==> src/rtl/serial_tx_ctrl.sv <==
// Serial transmit sequencer for an N-bit PISO shift register, MSB first.
// Optional even parity bit: define SERIAL_TX_CTRL_PARITY_EN.
module serial_tx_ctrl #(
  parameter int N   = 12,
  parameter int DIV = 4,
  parameter int GAP = 1
) (
  input  logic         clk,
  input  logic         reset,
  input  logic         in_valid,
  output logic         in_ready,
  input  logic [N-1:0] in_data,
  output logic         sr_load,
  output logic [N-1:0] sr_d,
  output logic         sr_shift,
  input  logic         sr_sout,
  output logic         ser_out,
  output logic         ser_frame,
  output logic         busy,
  output logic         done
);

  localparam int BW = (N > 1) ? $clog2(N) : 1;
  localparam int DW = (DIV > 1) ? $clog2(DIV) : 1;
  localparam int GW = (GAP > 1) ? $clog2(GAP) : 1;

  localparam logic [BW-1:0] BMAX = BW'(N - 1);
  localparam logic [DW-1:0] DMAX = DW'(DIV - 1);
  localparam logic [GW-1:0] GMAX = GW'((GAP > 0) ? GAP - 1 : 0);

`ifdef SERIAL_TX_CTRL_PARITY_EN
  typedef enum logic [2:0] {
    S_IDLE, S_LOAD, S_SHIFT, S_PAR, S_GAP
  } state_t;
`else
  typedef enum logic [1:0] {
    S_IDLE, S_LOAD, S_SHIFT, S_GAP
  } state_t;
`endif

  state_t        state_q;
  logic [BW-1:0] b_q;
  logic [DW-1:0] d_q;
  logic [GW-1:0] g_q;
  logic [N-1:0]  sr_d_q;
  logic          sr_load_q;
  logic          sr_shift_q;
  logic          ser_frame_q;
  logic          busy_q;
  logic          done_q;

  assign in_ready  = (state_q == S_IDLE);
  assign sr_load   = sr_load_q;
  assign sr_d      = sr_d_q;
  assign sr_shift  = sr_shift_q;
  assign ser_frame = ser_frame_q;
  assign busy      = busy_q;
  assign done      = done_q;

  // Frame sequencer; strobes are computed one edge ahead so they are registered.
  always_ff @(posedge clk or posedge reset) begin
    if (reset) begin
      state_q     <= S_IDLE;
      b_q         <= '0;
      d_q         <= '0;
      g_q         <= '0;
      sr_d_q      <= '0;
      sr_load_q   <= 1'b0;
      sr_shift_q  <= 1'b0;
      ser_frame_q <= 1'b0;
      busy_q      <= 1'b0;
      done_q      <= 1'b0;
    end else begin
      done_q     <= 1'b0;
      sr_load_q  <= 1'b0;
      sr_shift_q <= 1'b0;
      unique case (state_q)
        S_IDLE: begin
          if (in_valid) begin
            sr_d_q    <= in_data;
            sr_load_q <= 1'b1;
            busy_q    <= 1'b1;
            state_q   <= S_LOAD;
          end
        end
        S_LOAD: begin
          state_q     <= S_SHIFT;
          b_q         <= '0;
          d_q         <= '0;
          ser_frame_q <= 1'b1;
          sr_shift_q  <= (DIV == 1);
        end
        S_SHIFT: begin
          if (d_q != DMAX) begin
            d_q        <= d_q + DW'(1);
            sr_shift_q <= (d_q + DW'(1) == DMAX)
                          && (b_q != BMAX);
          end else if (b_q != BMAX) begin
            b_q        <= b_q + BW'(1);
            d_q        <= '0;
            sr_shift_q <= (DIV == 1)
                          && (b_q + BW'(1) != BMAX);
          end else begin
            b_q <= '0;
            d_q <= '0;
`ifdef SERIAL_TX_CTRL_PARITY_EN
            state_q <= S_PAR;
`else
            ser_frame_q <= 1'b0;
            if (GAP > 0) begin
              g_q     <= '0;
              state_q <= S_GAP;
            end else begin
              busy_q  <= 1'b0;
              done_q  <= 1'b1;
              state_q <= S_IDLE;
            end
`endif
          end
        end
`ifdef SERIAL_TX_CTRL_PARITY_EN
        S_PAR: begin
          if (d_q != DMAX) begin
            d_q <= d_q + DW'(1);
          end else begin
            d_q         <= '0;
            ser_frame_q <= 1'b0;
            if (GAP > 0) begin
              g_q     <= '0;
              state_q <= S_GAP;
            end else begin
              busy_q  <= 1'b0;
              done_q  <= 1'b1;
              state_q <= S_IDLE;
            end
          end
        end
`endif
        S_GAP: begin
          if (d_q != DMAX) begin
            d_q <= d_q + DW'(1);
          end else if (g_q != GMAX) begin
            g_q <= g_q + GW'(1);
            d_q <= '0;
          end else begin
            d_q     <= '0;
            g_q     <= '0;
            busy_q  <= 1'b0;
            done_q  <= 1'b1;
            state_q <= S_IDLE;
          end
        end
        default: state_q <= S_IDLE;
      endcase
    end
  end

  // Line data: register output while shifting, parity bit, else idle low.
  always_comb begin
    ser_out = 1'b0;
    if (state_q == S_SHIFT) ser_out = sr_sout;
`ifdef SERIAL_TX_CTRL_PARITY_EN
    if (state_q == S_PAR) ser_out = ^sr_d_q;
`endif
  end

endmodule
==> config.mk <==
export PLATFORM = sky130hd
export DESIGN_NAME = serial_tx_ctrl
export DESIGN_NICKNAME = d
export VERILOG_FILES = /design/src/rtl/serial_tx_ctrl.sv
export SDC_FILE = /design/constraint.sdc
export NUM_CORES = 1
export LEC_CHECK = 0
export ABC_AREA = 0
export CAP_MARGIN = 20
export CELL_PAD_IN_SITES_DETAIL_PLACEMENT = 1
export CELL_PAD_IN_SITES_GLOBAL_PLACEMENT = 1
export CORE_MARGIN = 2
export CORE_UTILIZATION = 39
export CTS_BUF_LIST = sky130_fd_sc_hd__clkbuf_8 sky130_fd_sc_hd__clkbuf_16
export CTS_CLUSTER_DIAMETER = 150
export DETAILED_ROUTE_END_ITERATION = 8
export PLACE_DENSITY_LB_ADDON = 0.08
export SLEW_MARGIN = 40
export SYNTH_ARGS = -nofsm -noshare
export SYNTH_HDL_FRONTEND = slang
export SYNTH_SLANG_ARGS = --single-unit
export TNS_END_PERCENT = 30
==> constraint.sdc <==
create_clock -name clk -period 3.15 [get_ports clk]
set_clock_uncertainty 0.05 [all_clocks]
set_input_delay 0.4725 -clock clk [delete_from_list [all_inputs] [get_ports clk]]
set_output_delay 0.4725 -clock clk [all_outputs]
set_load 0.01 [all_outputs]
==> impl_metrics.ini <==
[run_status]
status = finished, final reports clean

[layout]
nNetsFinal = 157
seq_area_sq_um = 625.6
antenna-diode-count = 0
drive_gt1_share_pct = 15.38
multi_input_area_sq_um = 535.5
fin_area_sq_um = 1622
nFillCells = 323
area_growth_pct = 35.57
layout.cells.most_common = clkdlybuf4s50_1
final_cell_mix = 34 x clkdlybuf4s50_1, 25 x dfrtp_1, 11 x mux2_2

[setup_path]
r2r_end = ser_frame$_DFFE_PP0P_
r2r_setup_slack_ps = 1230
reg2reg_depth = 5
crit_required_ps = 2630
worstPathArrival_ps = 1810
path_class = register to output pin
critPathLaunchType = register
crit_path_end_kind = output pin
crit_fanout = 6
r2r_start = state_q[0]$_DFFE_PP0P_

[clock_network]
ctsResizeCount = 0
worstSkewPairLatency_ps = 280
path_clk_slew_ps = 90
postCtsSetupBuffers = 0
cts_hold_buf = 0
clock-sinks = 25
cts_tree = done
cts_buffers = 3
clockRootBuffer = clkbuf_8
clockBufferDepth = 2
htreeDepth = 1

[global_routing]
grtUsageTotal_pct = 15.97
antenna_found_initial = 0
grt_pass1_vias = 861
grt_overflow = 0
grt_max_degree = 26
grt_pass1_wl_um = 4057

[sta]
setup_viol_count_final = 0
max_freq_ghz = 0.4282
slew_headroom_pct = 53.54
period_needed_ps = 2336
tns_ps = 0
report.final.hold_viol_count = 0
maxSlewViolCount = 0
rsz0062_at_grt = false
fin_hold_ws_ps = 446.2
worst_slack_ps = 814.4
max_slew.worst_pin.slew_ps = 677.5
fin_crit_sh_pct = 74.14

[drt]
antenna_left = 0
wirelength_um = 2413
top_layer_used = met4
drt_iter0_drc = 5
met2_length_um = 1272
met1_length_um = 964
routedWlPerCell_um = 14.80
drc = 0
avgViaCountPerCell = 4.969
vias = 810
wl_met3_um = 116
drt_first_pass_iters = 4

[floorplanning]
die-area_sq_um = 3526
die_h_um = 59.38
initial_core_util_pct = 40.17
die_w_um = 59.38
fp-row-count = 20
ioPinCount = 35
coreArea_sq_um = 2978

[logic_synthesis]
synth.yosys.seq_area_share_pct = 52.30
synthSimpleGateAreaFrac_pct = 10.77
syn_inst = 93
muxShareOfSynthArea_pct = 15.90
synthTopCellsByArea = dfrtp_1 52%, ha_1 10%, mux2_2 10%
syn_nets = 119
synth.distinct_cells = 28
synth_top_area_share_pct = 52.30
synth_top_family_by_area = multiplexers
syn_avg_cell_area_sq_um = 12.86
synth_xor_xnor_area_share_pct = 0
synth_compound_area_share_pct = 7.636
synth_seq_cells = 25
syn_area_sq_um = 1196
synth_top_area_cell = dfrtp_1
synth_adder_area_share_pct = 10.46
yosysWarnings = 0

[placement]
io_buffers = 34
post-place-ws_ps = 1060
placed_area_sq_um = 1573
dp_hpwl_um = 1882
place_congestion = 0.8009

[worst_hold_path]
holdPathStages = 1
min_to = sr_d[7]$_DFFE_PP0P_
hp-start = sr_d[7]$_DFFE_PP0P_
hold_path_class = register to register

[power]
power_frac_seq_pct = 58.7
netSwitchingFraction_pct = 21.77
p_comb_share_pct = 4.7
clkPwrFrac_pct = 36.6
p_per_area_nw_per_um2 = 336.9
peakVddDrop_mv = 0.1997
p_sw_w = 0.0001189
p_int_w = 0.0004274
p_leak_nw = 0.8047

[run]
cap_violations = 0
==> cells in the mapped netlist <==
master      n
nor2b_1     3
mux2_4      1
nand3b_4    1
or2_0       1
mux2_2     11
o31ai_1     2
nand3_1     1
nor4_1      1
or3_1       1
o21ai_0     3
o2bb2ai_1   1
a2111oi_4   1
inv_1       8
nand2_1     6
nand3b_1    1
dfrtp_1    25
and2b_2     1
a31oi_1     1
a21o_1      1
nor3b_1     1
o22ai_1     1
and2_1      2
a21oi_1     1
nor2_1      2
mux2_1      1
buf_2       1
mux2i_1     4
ha_1       10
==> registers in the layout, summed over array words and instances, names as in the netlist <==
signal and cells:
sr_shift 1, b_q 4, state_q 2, d_q 2
done 1, busy 1, sr_load 1, sr_d 12
ser_frame 1
==> metal layers <==
metal | GRT usage, % | vias up
met5 | 0 | -
met4 | 9.740 | 0
met3 | 3.275 | 4
met2 | 25.59 | 18
met1 | 19.58 | 395
li1 | - | 393
==> worst max path at each step <==
stage / from / end / slack, ps / depth (start not counted)
floorplan: state_q[0]$_DFFE_PP0P_ / state_q[1]$_DFFE_PP0P_ / 1420 / 5
global placement: sr_sout / ser_out / 1070 / 3
detailed placement: sr_sout / ser_out / 1060 / 3
CTS: state_q[0]$_DFFE_PP0P_ / ser_out / 790 / 4
global route: state_q[0]$_DFFE_PP0P_ / ser_out / 700 / 4
finish: state_q[0]$_DFFE_PP0P_ / ser_out / 810 / 4
==> area by class of cell <==
type	count	share of cell area, %
Clock inverter	1	0.4630
Tap cell	33	2.546
Inverter	8	1.852
Sequential cell	25	38.58
Multi-Input combinational cell	59	33.02
Clock buffer	3	2.546
Timing Repair Buffer	34	20.99
==> critical path: stages, from the launching register on <==
cell and delay (ps):
dfrtp_1 410, inv_1 150, ha_1 290, and2_1 160, clkdlybuf4s50_1 520
==> cells by family (layout without fill, tap and decap cells) <==
kind of cell               Yosys count  in the layout
AOI/OAI and AO/OA                   11             11
buffers and inverters                9             46
muxes                               17             17
adders and majority gates           10             10
and+or+nand+nor                     21             21
DFF                                 25             25
==> metrics by stage <==
stage               util (%)  cells  total power (W)
floorplan                  -     93        0.0003327
detailed placement     52.82    159        0.0003537
global placement       52.82    159        0.0003530
global route           54.45    163        0.0005710
CTS                    54.45    163        0.0005534
finish                 54.45    163        0.0005463
==> power groups by stage <==
stage	logic, W	registers (W)	clock network (W)
6_report	0.0000258	0.000321	0.000200
5_1_grt	0.0000286	0.000321	0.000222
4_1_cts	0.0000267	0.000321	0.000206
3_5_place_dp	0.0000266	0.000327	0
3_3_place_gp	0.0000260	0.000327	0
2_1_floorplan	0.00000573	0.000327	0
Note: power is estimated with default switching activity, not from simulation.
